--- config.mk ---
export PLATFORM = sky130hd
export DESIGN_NAME = uart_tx_stream
export DESIGN_NICKNAME = d
export VERILOG_FILES = /design/src/rtl/uart_pkg.sv /design/src/rtl/uart_tx_fifo.sv /design/src/rtl/uart_tx_stream.sv
export SDC_FILE = /design/constraint.sdc
export NUM_CORES = 1
export LEC_CHECK = 0
export BUFFER_PORTS_ARGS = -buffer_cell sky130_fd_sc_hd__buf_4
export CAP_MARGIN = 20
export CORE_MARGIN = 2
export CORE_UTILIZATION = 25
export CTS_CLUSTER_DIAMETER = 50
export DETAILED_ROUTE_END_ITERATION = 10
export PLACE_DENSITY = 0.47
export REMOVE_ABC_BUFFERS = 1
export SYNTH_ARGS = -nofsm -noshare
export SYNTH_HDL_FRONTEND = slang
export SYNTH_HIERARCHICAL = 1
export SYNTH_SLANG_ARGS = --single-unit
--- constraint.sdc ---
create_clock -name clk -period 7.5 [get_ports clk]
set_clock_uncertainty 0.2 [all_clocks]
set_input_delay 1.875 -clock clk [delete_from_list [all_inputs] [get_ports clk]]
set_output_delay 1.875 -clock clk [all_outputs]
set_load 0.005 [all_outputs]
--- src/rtl/uart_pkg.sv ---
// uart_pkg: shared types and helpers for the stream UART transmitter.
// Holds parity/state enums, baud divisor and frame length functions.
package uart_pkg;

    typedef enum logic [1:0] {
        PAR_NONE,
        PAR_EVEN,
        PAR_ODD
    } parity_e;

    typedef enum logic [2:0] {
        IDLE,
        START,
        DATA,
        PARITY,
        STOP,
        BREAK
    } tx_state_e;

    function automatic int baud_div(input longint clk_freq,
                                    input longint baud_rate);
        return int'(clk_freq / baud_rate);
    endfunction

    function automatic int frame_bits(input int      data_bits,
                                      input parity_e parity,
                                      input int      stop_bits);
        return 1 + data_bits + ((parity == PAR_NONE) ? 0 : 1) + stop_bits;
    endfunction

endpackage

--- src/rtl/uart_tx_fifo.sv ---
// uart_tx_fifo: synchronous FIFO, sync active-high reset.
// Ports: push/wdata in, pop/rdata out (head, show-ahead), full, empty, level.
module uart_tx_fifo #(
    parameter int WIDTH = 8,
    parameter int DEPTH = 16
) (
    input  logic                         clk,
    input  logic                         rst,
    input  logic                         push,
    input  logic                         pop,
    input  logic [WIDTH-1:0]             wdata,
    output logic [WIDTH-1:0]             rdata,
    output logic                         full,
    output logic                         empty,
    output logic [$clog2(DEPTH+1)-1:0]   level
);

    localparam int AW = $clog2(DEPTH);
    localparam int LW = $clog2(DEPTH + 1);

    logic [WIDTH-1:0] mem [DEPTH];
    logic [AW-1:0]    wptr;
    logic [AW-1:0]    rptr;
    logic [LW-1:0]    cnt;
    logic             do_push;
    logic             do_pop;

    assign full    = (cnt == LW'(DEPTH));
    assign empty   = (cnt == '0);
    assign do_push = push && !full;
    assign do_pop  = pop && !empty;
    assign rdata   = mem[rptr];
    assign level   = cnt;

    always_ff @(posedge clk) begin
        if (rst) begin
            wptr <= '0;
            rptr <= '0;
            cnt  <= '0;
        end else begin
            if (do_push) wptr <= wptr + AW'(1);
            if (do_pop)  rptr <= rptr + AW'(1);
            unique case ({do_push, do_pop})
                2'b10:   cnt <= cnt + LW'(1);
                2'b01:   cnt <= cnt - LW'(1);
                default: cnt <= cnt;
            endcase
        end
    end

    always_ff @(posedge clk) begin
        if (do_push) mem[wptr] <= wdata;
    end

endmodule

--- src/rtl/uart_tx_stream.sv ---
// uart_tx_stream: valid/ready fed UART transmitter with FIFO and framing.
// Ports: clk, rst (sync, active high), s_data/s_valid/s_ready stream in,
// tx line, busy, done pulse, level. Macro UART_TX_BREAK_EN adds break_req.
module uart_tx_stream
    import uart_pkg::*;
#(
    parameter int      CLK_FREQ   = 50_000_000,
    parameter int      BAUD_RATE  = 115_200,
    parameter int      DATA_BITS  = 8,
    parameter parity_e PARITY     = PAR_NONE,
    parameter int      STOP_BITS  = 1,
    parameter int      FIFO_DEPTH = 16
) (
    input  logic                              clk,
    input  logic                              rst,
`ifdef UART_TX_BREAK_EN
    input  logic                              break_req,
`endif
    input  logic [DATA_BITS-1:0]              s_data,
    input  logic                              s_valid,
    output logic                              s_ready,
    output logic                              tx,
    output logic                              busy,
    output logic                              done,
    output logic [$clog2(FIFO_DEPTH+1)-1:0]   level
);

    localparam int BAUD_DIV = baud_div(CLK_FREQ, BAUD_RATE);
    localparam int CW       = (BAUD_DIV < 2) ? 1 : $clog2(BAUD_DIV);
    localparam int BW       = $clog2(DATA_BITS + 1);
    localparam logic [CW-1:0] CNT_TOP = CW'(BAUD_DIV - 1);

    if (BAUD_DIV < 2) begin : g_bad_baud
        $error("uart_tx_stream: BAUD_DIV must be >= 2");
    end

    tx_state_e             state_q, state_d;
    logic [CW-1:0]         cnt_q, cnt_d;
    logic [BW-1:0]         bit_q, bit_d;
    logic                  stop_q, stop_d;
    logic [DATA_BITS-1:0]  sh_q, sh_d;
    logic                  par_q, par_d;
    logic                  tx_q, tx_d;
    logic                  tick;
    logic                  frame_end;
    logic                  done_c;
    logic                  pop;
    logic                  full;
    logic                  empty;
    logic [DATA_BITS-1:0]  head;

`ifdef UART_TX_BREAK_EN
    localparam int FRAME_CLKS =
        frame_bits(DATA_BITS, PARITY, STOP_BITS) * BAUD_DIV;
    localparam int FW = $clog2(FRAME_CLKS + 1);
    logic          brk_q, brk_d;
    logic [FW-1:0] bcnt_q, bcnt_d;
`endif

    uart_tx_fifo #(
        .WIDTH (DATA_BITS),
        .DEPTH (FIFO_DEPTH)
    ) u_fifo (
        .clk   (clk),
        .rst   (rst),
        .push  (s_valid && s_ready),
        .pop   (pop),
        .wdata (s_data),
        .rdata (head),
        .full  (full),
        .empty (empty),
        .level (level)
    );

    assign s_ready = !rst && !full;
    assign tick    = (cnt_q == '0);
    assign tx      = tx_q;
    assign done    = done_c;
    assign busy    = (state_q != IDLE) || (level != '0);

    always_comb begin
        state_d   = state_q;
        cnt_d     = tick ? CNT_TOP : cnt_q - CW'(1);
        bit_d     = bit_q;
        stop_d    = stop_q;
        sh_d      = sh_q;
        par_d     = par_q;
        pop       = 1'b0;
        done_c    = 1'b0;
        frame_end = 1'b0;
`ifdef UART_TX_BREAK_EN
        brk_d     = brk_q;
        bcnt_d    = bcnt_q;
`endif
        unique case (state_q)
            IDLE: begin
                cnt_d     = CNT_TOP;
                frame_end = 1'b1;
            end
            START: begin
                bit_d = '0;
                if (tick) state_d = DATA;
            end
            DATA: begin
                if (tick) begin
                    sh_d  = sh_q >> 1;
                    bit_d = bit_q + BW'(1);
                    if (bit_q == BW'(DATA_BITS - 1))
                        state_d = (PARITY == PAR_NONE) ? STOP
                                                       : uart_pkg::PARITY;
                end
            end
            uart_pkg::PARITY: begin
                if (tick) state_d = STOP;
            end
            STOP: begin
                if (tick) begin
                    if (stop_q == 1'(STOP_BITS - 1)) begin
                        done_c    = 1'b1;
                        frame_end = 1'b1;
                    end else begin
                        stop_d = 1'b1;
                    end
                end
            end
`ifdef UART_TX_BREAK_EN
            BREAK: begin
                if (!brk_q) begin
                    // Line held low; release only once a frame has elapsed.
                    cnt_d = CNT_TOP;
                    if (bcnt_q != FW'(FRAME_CLKS)) bcnt_d = bcnt_q + FW'(1);
                    if (!break_req && bcnt_q >= FW'(FRAME_CLKS - 1)) begin
                        brk_d  = 1'b1;
                        stop_d = 1'b0;
                    end
                end else if (tick) begin
                    if (stop_q == 1'(STOP_BITS - 1)) frame_end = 1'b1;
                    else                             stop_d    = 1'b1;
                end
            end
`endif
            default: state_d = IDLE;
        endcase

        // Shared decision point: idle, or last clock of a stop period.
        if (frame_end) begin
            state_d = IDLE;
`ifdef UART_TX_BREAK_EN
            if (break_req) begin
                state_d = BREAK;
                brk_d   = 1'b0;
                bcnt_d  = '0;
            end else
`endif
            if (!empty) begin
                pop     = 1'b1;
                sh_d    = head;
                par_d   = (PARITY == PAR_ODD) ? ~(^head) : ^head;
                stop_d  = 1'b0;
                state_d = START;
            end
        end
    end

    always_comb begin
        tx_d = 1'b1;
        unique case (state_q)
            START:            tx_d = 1'b0;
            DATA:             tx_d = sh_q[0];
            uart_pkg::PARITY: tx_d = par_q;
`ifdef UART_TX_BREAK_EN
            BREAK:            tx_d = brk_q;
`endif
            default:          tx_d = 1'b1;
        endcase
    end

    always_ff @(posedge clk) begin
        if (rst) begin
            state_q <= IDLE;
            cnt_q   <= '0;
            bit_q   <= '0;
            stop_q  <= 1'b0;
            sh_q    <= '0;
            par_q   <= 1'b0;
            tx_q    <= 1'b1;
        end else begin
            state_q <= state_d;
            cnt_q   <= cnt_d;
            bit_q   <= bit_d;
            stop_q  <= stop_d;
            sh_q    <= sh_d;
            par_q   <= par_d;
            tx_q    <= tx_d;
        end
    end

`ifdef UART_TX_BREAK_EN
    always_ff @(posedge clk) begin
        if (rst) begin
            brk_q  <= 1'b0;
            bcnt_q <= '0;
        end else begin
            brk_q  <= brk_d;
            bcnt_q <= bcnt_d;
        end
    end
`endif

endmodule

# ---- Yosys cells after proc, flatten, opt, wreduce, memory -nomap -nowiden
# Memories as Yosys holds them, arrays and structs flattened. A register that Yosys moved wholly into a read port is not among the register bits.
# Cells that the tools add are included.
dict set report totals {
  output_inout_bits 9
  memories 1
  ff_bits 40
  inputBits 11
  ramBits 128
}
# name depth width read_ports rd_ports_with_merged_regs write_ports line
set memory_table {}
lappend memory_table {u_fifo.mem 16 8 1 1 1 uart_tx_fifo.sv:21} ;# logic [WIDTH-1:0] mem [DEPTH];
dict set report classes {
  n_addsub 6
  bitwise 1
  n_reduce_logical 21
  n_eq_ne 14
  muxes 32
}
# op n
set op_table {}
lappend op_table {{$mux 8} 4}
lappend op_table {{$mux 9} 2}
lappend op_table {{$mux 3} 5}
lappend op_table {{$mux 1} 13}
lappend op_table {{$add 4x1->4 const B} 3}
lappend op_table {{$mux 4} 3}
lappend op_table {{$ne 3x3->1 const B} 4}
lappend op_table {{$pmux 3 s4} 1}
lappend op_table {{$pmux 5 s2} 1}
lappend op_table {{$logic_not 9->1} 1}
lappend op_table {{$sub 9x1->9 const B} 1}
lappend op_table {{$pmux 4 s2} 1}
lappend op_table {{$reduce_xor 8->1} 1}
lappend op_table {{$eq 3x2->1 const B} 2}
lappend op_table {{$add 5x1->5 const B} 1}
lappend op_table {{$eq 5x5->1 const B} 1}
lappend op_table {{$logic_not 5->1} 1}
lappend op_table {{$reduce_and 5->1} 1}
lappend op_table {{$reduce_bool 5->1} 1}
lappend op_table {{$sub 5x1->5 const B} 1}
lappend op_table {{$eq 4x3->1 const B} 1}
lappend op_table {{$logic_and 1x1->1} 4}
lappend op_table {{$reduce_and 2->1} 2}
lappend op_table {{$reduce_bool 2->1} 2}
lappend op_table {{other kinds (15)} 17}

# ---- Depth between registers and ports, before layout
# Gate-level depths: netlist of run 1.
dict set report depth {
  ltp_word 7
  depth_mapped 19
  ltp_nobuf 15
}

# ---- By module
# The synthesis of run 1 kept the hierarchy.
# module area_per_inst_um2 cells_per_inst seq_area_each_um2 instances
set modules_own_cells {}
lappend modules_own_cells {uart_tx_fifo 5891.9 330 4184.0 1}
lappend modules_own_cells {uart_tx_stream 1401.3 154 540.5 1}

# ---- Worst setup path after synthesis of run 1
# No wires, ideal clock.
dict set report synth_path {
  path_kind {input-to-reg}
  from {input rst}
  to {register u_fifo.cnt[4], in the netlist u_fifo/level[4]}
  slack_ns 3.157
  stages 12
  required_ns 7.171
  path_buffers 2
  t_arrival_ns 4.014
  cell_sequence {clkbuf_1 nor2_1 and2_1 o21a_4 inv_1 ha_1 clkbuf_1 xor2_1 ha_1 o31ai_1 o22ai_1 nand4bb_1}
}
dict set report synth_between {
  elab_chain_cells 6
}
# element line
set synth_lines {}
lappend synth_lines {{from (decl)} uart_tx_stream.sv:15} ;# input logic rst,
lappend synth_lines {{$logic_not 1->1 *} uart_tx_stream.sv:75} ;# assign s_ready = !rst && !full;
lappend synth_lines {{$logic_and 1x1->1 *} uart_tx_stream.sv:75}
lappend synth_lines {{via s_ready} uart_tx_stream.sv:21} ;# output logic s_ready,
lappend synth_lines {{$logic_and 1x1->1 *} uart_tx_stream.sv:66} ;# .push (s_valid && s_ready),
lappend synth_lines {{$logic_and 1x1->1 *} uart_tx_fifo.sv:30} ;# assign do_push = push && !full;
lappend synth_lines {{$eq 2x1->1 or $eq 2x2->1 (tied branches)} uart_tx_fifo.sv:43} ;# unique case ({do_push, do_pop})
lappend synth_lines {{$pmux 5 s2 or $reduce_bool 2->1 (tied branches)} --}
lappend synth_lines {{to (signal assigned)} uart_tx_fifo.sv:44} ;# 2'b10: cnt <= cnt + LW'(1);
lappend synth_lines {{to (signal assigned)} uart_tx_fifo.sv:45} ;# 2'b01: cnt <= cnt - LW'(1);
lappend synth_lines {{to (signal assigned)} uart_tx_fifo.sv:46} ;# default: cnt <= cnt;
lappend synth_lines {{to (decl)} uart_tx_fifo.sv:24} ;# logic [LW-1:0] cnt;
# The timed path passes the listed nets; every way through them passes the cells marked *.
# A chain may end at the register's enable or synchronous reset.

# ---- Worst setup path in the final report of run 1
dict set report layout_path {
  from {input rst}
  to {output s_ready}
}
dict set report layout_between {
  elab_chain_cells 2
}
# element line
set layout_lines {}
lappend layout_lines {{$logic_not 1->1} uart_tx_stream.sv:75}
lappend layout_lines {{$logic_and 1x1->1} uart_tx_stream.sv:75}
lappend layout_lines {{to (decl)} uart_tx_stream.sv:21}
# Every way passes these cells.

==> flow_metrics.py, run 1 <==
metrics = {
    "synth": {
        "part_of_the_yosys_area_used_for_sequential_elements_pct": 64.78,
        "ys_warn_count": 6,
        "cell_with_the_most_instances_after_synthesis": "sky130_fd_sc_hd__edfxtp_1",
        "synth_async_sr_flop_share_pct": 0,
        "synthDistinctLibCells": 67,
        "netlist_top_cells_area": "sky130_fd_sc_hd__edfxtp_1, sky130_fd_sc_hd__dfxtp_1, sky130_fd_sc_hd__mux4_2",
        "post_synth.cell_area_avg_um2": 15.07,
        "syn_inst": 484,
        "synth_seq_cells": 172,
        "ys_dominant_reg_cell": "sky130_fd_sc_hd__edfxtp_1",
        "yosys.area.top_type_share_pct": 52.70,
        "post_synth_instance_area_um2": 7293,
        "most_common_library_cells_after_synthesis": "sky130_fd_sc_hd__edfxtp_1, sky130_fd_sc_hd__dfxtp_1, sky130_fd_sc_hd__nor2_1, sky130_fd_sc_hd__mux4_2, sky130_fd_sc_hd__nand2_1",
        "yosys.area.top_type": "sky130_fd_sc_hd__edfxtp_1",
        "number_of_enable_type_register_cells_in_the_synthesized_netlist": 128,
    },
    "grt": {
        "grt.overflow.total": 0,
        "grt_pass1_wl_mm": 24.43,
        "first_global_vias": 4170,
        "grt_use_total_pct": 10.63,
        "grt_start_max_net_pins": 41,
        "number_of_antenna_violations_at_the_first_check_in_global_routing": 0,
    },
    "setup_path": {
        "reg2reg_to": "u_fifo/level[4]",
        "kind_of_launch_point_of_the_worst_setup_path": "input port",
        "critPathTopFamily": "buffers and inverters",
        "crit_path_cell_trace": "buf_4 -> nor2_1 -> buf_4",
        "worst-path-buf-inv": 2,
        "crit_top_cell": "sky130_fd_sc_hd__buf_4",
        "r2r_slack_ns": 3.59,
        "r2r.worst_path.cells": 15,
        "setup.worst_path.end_class": "output pin",
        "critPathMaxStageDelay_ns": 0.37,
        "worstPathRequired_ns": 5.43,
        "timing.setup.critical_path_class": "in -> out",
        "crit_path_max_fo": 40,
        "critPathSlowestCell": "sky130_fd_sc_hd__buf_4",
        "rr_startpoint": "u_fifo/level[2]",
        "cp.arrival_ns": 2.54,
    },
    "drt": {
        "dr_total_vias": 4089,
        "number_of_remaining_drc_errors": 0,
        "drt-vias-per-instance": 4.548,
        "routedWlPerCell_um": 17.30,
        "number_of_nets_with_antenna_violations_after_detailed_routing": 0,
        "detail_route.first_pass.iterations": 4,
        "routed_wirelength_mm": 15.55,
        "detailedRoute.firstIterationViolations": 333,
    },
    "cts": {
        "cts_sinks": 172,
        "postCtsSetupBuffers": 0,
        "hold_buffers": 0,
        "cts_tree": "yes",
        "worst_skew_pair.late_latency_ns": 0.43,
        "cts-buffers-inserted": 17,
        "cts_root_buffer": "sky130_fd_sc_hd__clkbuf_16",
        "clk_transition_reported_paths_ns": 0.06,
        "post_cts.resized_instances": 0,
        "clk_path_buf_depth": 2,
        "h_tree_levels": 4,
    },
    "pwr": {
        "p_sw_share_pct": 30.80,
        "sequential_power_share_pct": 42.7,
        "power.share.clock_pct": 32.6,
        "vdd_ir_drop_max_uv": 139.7,
        "leakage_component_of_the_power_nw": 2.792,
        "power_report.internal_total_mw": 1.838,
        "p_total_mw": 2.657,
        "combinationalPowerShare_pct": 24.7,
        "p_switching_uw": 818.3,
        "pwr_density_cell_nw_per_um2": 316.0,
    },
    "floorplanning": {
        "boundaryPins": 20,
        "die_area_um2": 30560,
        "initial_core_util_pct": 25.41,
        "std_cell_rows": 62,
        "dieWidth_um": 174.8,
        "die-height_um": 174.8,
        "floorplan.core_area_um2": 28700,
    },
    "sta": {
        "timing.final.crit_share_pct": 61.47,
        "final_hold_viol_count": 0,
        "rsz0062_at_grt": "no",
        "finalSetupViolCount": 0,
        "timing.final.max_slew_violations": 0,
        "shortest_clock_period_the_worst_path_allows_after_layout_ns": 4.610,
        "timing.setup.tns_ns": 0,
        "timing.slew.headroom_pct": 33.98,
        "fin_hold_ws_ns": 0.2842,
        "tightestPinTransition_ns": 0.9867,
        "max_freq_mhz": 216.9,
    },
    "placement": {
        "detailed_place_hpwl_mm": 10.08,
        "detailed_place.area_um2": 7828,
        "port_buffers": 19,
        "gpl.final_weighted_congestion": 0.7478,
    },
    "flow_run": {
        "max_cap_viol_count": 0,
    },
    "outcome": {
        "outcome": "finished clean",
    },
    "worst_hold_path": {
        "hp-class": "reg -> reg",
        "worstHoldStart": "cnt_q[0]",
        "hold_path_end": "cnt_q[0]",
        "holdPathStages": 1,
    },
    "finish": {
        "stdcell_area_um2": 8408,
        "n_fill_cell": 2912,
        "drive_above_1_share_pct": 20.78,
        "area_of_the_multi_input_gates_um2": 2400,
        "n_antenna_cell": 0,
        "area.growth.synth_to_final_pct": 15.29,
        "seqCellArea_um2": 4726,
        "fin_nets": 524,
    },
}
==> area by class of cell <==
cell class,instances,area share [%]
Clock inverter,14,1.682
Clock buffer,18,5.104
Sequential cell,172,56.21
Inverter,13,0.5804
Timing Repair Buffer,25,2.173
Tap cell,384,5.714
Multi-Input combinational cell,273,28.54
==> cell families after synthesis <==
logic type,share of synthesized area [%]
and+or+nand+nor,9.178
xor gates and xnor gates,2.642
buffers and inverters,2.316
AOI/OAI and AO/OA,7.943
DFF,64.78
muxes,11.25
adders and majority gates,1.887
==> registers in the layout, summed over array words and instances, names as in the netlist, named ones only <==
register / count
bit_q: 4
cnt_q: 9
par_q: 1
sh_q: 8
state_q: 3
stop_q: 1
tx: 1
u_fifo/level: 5
u_fifo/mem: 128
u_fifo/rptr: 4
u_fifo/wptr: 4
==> metrics by stage <==
step           util [%]  worst slack, ns  cells
2_1_floorplan         -            3.424    458
3_3_place_gp      27.25            2.912    864
3_5_place_dp      27.27            2.863    865
4_1_cts           29.26            2.890    897
5_1_grt           29.29            2.824    899
6_report          29.29            2.890    899
==> how the worst max path moves through the flow <==
stage,from,to,slack (ns),depth (start not counted)
global placement,rst,s_ready,2.91,3
global route,rst,s_ready,2.82,3
CTS,rst,s_ready,2.89,3
finish,rst,s_ready,2.89,3
floorplan,rst,s_ready,3.42,1
detailed placement,rst,u_fifo/level[4],2.86,12
==> layout by cell type (no fill, tap or decap), drive strengths merged, types with 4 or more instances in the layout <==
cell type,synthesis,layout
a211oi,4,4
a21oi,19,19
a22oi,16,16
buf,11,23
clkbuf,15,20
clkinv,2,4
dfxtp,44,44
edfxtp,128,128
ha,11,11
inv,11,21
mux2i,10,10
mux4,32,32
nand2,22,22
nand3,8,8
nand3b,4,4
nor2,36,36
nor2b,5,5
nor3,16,16
nor3b,4,4
o211ai,4,4
o21a,4,4
o31ai,10,10
or3,4,4
or4,4,4
xnor2,12,12
xor2,10,10
==> metal layers <==
| metal | track usage (%) | part of all wire [%] |
|---|---|---|
| met1 | 14.41 | 49 |
| met2 | 16.98 | 47 |
| met3 | 2.567 | 2.9 |
| met4 | 3.021 | 1.1 |
| met5 | 0 | 0 |
==> power by group through the flow <==
stage / clock network, mW / logic [mW] / registers (mW)
2_1_floorplan: 0 / 0.455 / 1.18
3_3_place_gp: 0 / 0.653 / 1.15
3_5_place_dp: 0 / 0.665 / 1.16
4_1_cts: 0.891 / 0.669 / 1.13
5_1_grt: 0.928 / 0.723 / 1.14
6_report: 0.867 / 0.656 / 1.13
Power figures use the tool's default switching activity.
==> run 2: changes to the inputs <==
--- a/config.mk
+++ b/config.mk
@@ -11,7 +11,7 @@
 export CORE_UTILIZATION = 25
 export CTS_CLUSTER_DIAMETER = 50
 export DETAILED_ROUTE_END_ITERATION = 10
-export PLACE_DENSITY = 0.47
+export PLACE_DENSITY = 0.48
 export REMOVE_ABC_BUFFERS = 1
 export SYNTH_ARGS = -nofsm -noshare
 export SYNTH_HDL_FRONTEND = slang
==> constraint.sdc (replaced) <==
create_clock -name clk -period 3.7 [get_ports clk]
set_clock_uncertainty 0.2 [all_clocks]
set_input_delay 0.925 -clock clk [delete_from_list [all_inputs] [get_ports clk]]
set_output_delay 0.925 -clock clk [all_outputs]
set_load 0.005 [all_outputs]
==> run 2 against run 1 <==
Clock power is 120% higher. Critical endpoint is now u_fifo/level[4]. Clock-buffer cell count is 1 lower. First-iteration DRC count is 13% lower. Critical path depth is 11 higher. Utilization is 0.78 points higher.
==> flow_metrics.py, run 2 (synthesis gave the netlist of run 1 again) <==
metrics = {
    "cts": {
        "postCtsSetupBuffers": 0,
        "worst_skew_pair.late_latency_ns": 0.44,
        "cts_sinks": 172,
        "h_tree_levels": 4,
        "clk_path_buf_depth": 2,
        "cts_tree": "yes",
        "cts-buffers-inserted": 17,
        "cts_root_buffer": "sky130_fd_sc_hd__clkbuf_16",
        "clk_transition_reported_paths_ns": 0.07,
        "hold_buffers": 0,
    },
    "finish": {
        "area.growth.synth_to_final_pct": 18.34,
        "layout_top_registers": "u_fifo/mem x128, cnt_q x9, sh_q x8",
        "fin_nets": 541,
        "n_antenna_cell": 0,
        "registers.top_by_ff_count": "u_fifo/mem",
        "final_common_cell": "sky130_fd_sc_hd__edfxtp_1",
        "n_fill_cell": 2895,
        "drive_above_1_share_pct": 24.62,
        "layout.cells.most_common_list": "sky130_fd_sc_hd__edfxtp_1, sky130_fd_sc_hd__dfxtp_1, sky130_fd_sc_hd__buf_4, sky130_fd_sc_hd__nor2_1, sky130_fd_sc_hd__mux4_2",
        "largest_reg_flops": 128,
    },
    "drt": {
        "routed_wirelength_mm": 15.75,
        "number_of_remaining_drc_errors": 0,
        "dr_total_vias": 4145,
        "drt-vias-per-instance": 4.525,
        "detail_route.first_pass.iterations": 4,
        "routedWlPerCell_um": 17.20,
        "detailedRoute.firstIterationViolations": 289,
        "number_of_nets_with_antenna_violations_after_detailed_routing": 0,
    },
    "setup_path": {
        "critPathSlowestCell": "sky130_fd_sc_hd__or4_4",
        "worst-path-buf-inv": 3,
        "crit_top_cell": "sky130_fd_sc_hd__inv_1",
        "cp.arrival_ns": 3.46,
        "critPathMaxStageDelay_ns": 0.64,
        "kind_of_launch_point_of_the_worst_setup_path": "register",
        "timing.setup.critical_path_class": "reg -> reg",
        "r2r.worst_path.cells": 14,
        "rr_startpoint": "u_fifo/level[1]",
        "reg2reg_to": "u_fifo/level[4]",
        "crit_path_cell_trace": "or4_4 -> nor2_1 -> or3_1 -> inv_1 -> nand2_2 -> inv_2 -> o21ai_4 -> inv_1 -> ha_4 -> xor2_1 -> ha_2 -> o31ai_2 -> o22ai_1 -> nand4bb_1",
        "worstPathRequired_ns": 3.81,
        "crit_path_max_fo": 12,
        "critPathTopFamily": "simple AND/OR/NAND/NOR gates",
        "r2r_slack_ns": 0.35,
        "setup.worst_path.end_class": "register",
    },
    "flow_run": {
        "max_cap_viol_count": 0,
    },
    "sta": {
        "timing.final.max_slew_violations": 0,
        "timing.setup.tns_ns": 0,
        "tightestPinTransition_ns": 0.8322,
        "finalSetupViolCount": 0,
        "fin_hold_ws_ns": 0.2954,
        "final_hold_viol_count": 0,
        "timing.final.crit_share_pct": 90.45,
        "shortest_clock_period_the_worst_path_allows_after_layout_ns": 3.347,
        "rsz0062_at_grt": "no",
        "max_freq_mhz": 298.8,
        "timing.slew.headroom_pct": 44.40,
    },
    "pwr": {
        "vdd_ir_drop_max_uv": 311.8,
        "pwr_density_cell_nw_per_um2": 644.1,
        "leakage_component_of_the_power_nw": 2.908,
    },
    "worst_hold_path": {
        "worstHoldStart": "cnt_q[0]",
        "hp-class": "reg -> reg",
        "holdPathStages": 1,
        "hold_path_end": "cnt_q[0]",
    },
    "placement": {
        "gpl.final_weighted_congestion": 0.7231,
        "port_buffers": 19,
        "detailed_place_hpwl_mm": 10.25,
    },
    "floorplanning": {
        "dieWidth_um": 174.8,
        "std_cell_rows": 62,
        "die-height_um": 174.8,
        "boundaryPins": 20,
        "initial_core_util_pct": 25.41,
        "die_area_um2": 30560,
        "floorplan.core_area_um2": 28700,
    },
    "grt": {
        "first_global_vias": 4403,
        "grt_use_total_pct": 10.86,
        "grt.overflow.total": 0,
        "number_of_antenna_violations_at_the_first_check_in_global_routing": 0,
        "grt_pass1_wl_mm": 25.03,
        "grt_start_max_net_pins": 40,
    },
    "outcome": {
        "outcome": "finished clean",
    },
}
==> run 2: cell types whose count changed in the layout (fill, tap and decap cells not counted), sizes merged <==
cell and delta:
bufinv +1, inv -2, clkinv +3, clkbuf -3, buf +19, clkinvlp -1
==> run 2: area by class of cell <==
class	instances	area, um2	area share, %
tap	384	480.5	5.567
sequential	172	4726	54.75
clock buffer	17	425.4	4.929
multi-input combinational	273	2427	28.12
timing repair buffer	42	327.8	3.798
clock inverter	15	195.2	2.262
inverter	13	48.80	0.5654
==> run 2: stage by stage <==
step	setup slack, ns	utilization [%]	power (mW)	cells	area, um2
after floorplan	0.3779	-	3.305	458	7173
after global placement	0.1300	27.81	3.682	884	7983
after detailed placement	0.02706	27.81	3.712	884	7983
after CTS	0.008213	29.97	5.598	916	8603
after global routing	0.07733	30.07	5.847	916	8631
final	0.3533	30.07	5.559	916	8631
==> run 2: layer usage <==
metal	wire (um)	global-route usage, %	part of all wire, %	vias up
li1	-	-	-	1953
met1	7332	13.83	47	2107
met2	7731	18.15	49	68
met3	445	2.306	2.8	17
met4	242	4.097	1.5	0
met5	0	0	0	-
==> run 2: repair_timing <==
action,4_1_cts,5_1_grt
endpoints found under the setup margin,0,2
hold endpoints to repair,0,0
resized for setup,0,7
==> run 2: worst max path at each step <==
| stage | slack [ns] | end | depth (start not counted) | start |
|---|---|---|---|---|
| 2_1_floorplan | 0.38 | u_fifo/level[4] | 14 | u_fifo/level[1] |
| 3_3_place_gp | 0.13 | u_fifo/level[4] | 15 | cnt_q[0] |
| 3_5_place_dp | 0.03 | u_fifo/level[4] | 15 | cnt_q[0] |
| 4_1_cts | 0.008 | u_fifo/level[4] | 15 | cnt_q[0] |
| 5_1_grt | 0.08 | u_fifo/level[4] | 15 | cnt_q[0] |
| 6_report | 0.35 | u_fifo/level[4] | 14 | u_fifo/level[1] |
==> run 2: where the power goes <==
part	switching, mW	total (mW)	leakage (nW)	internal [mW]
sequential	0.156	2.34	1.51	2.18
combinational	0.701	1.35	1.09	0.649
clock	0.837	1.87	0.306	1.03
total	1.69	5.56	2.91	3.86
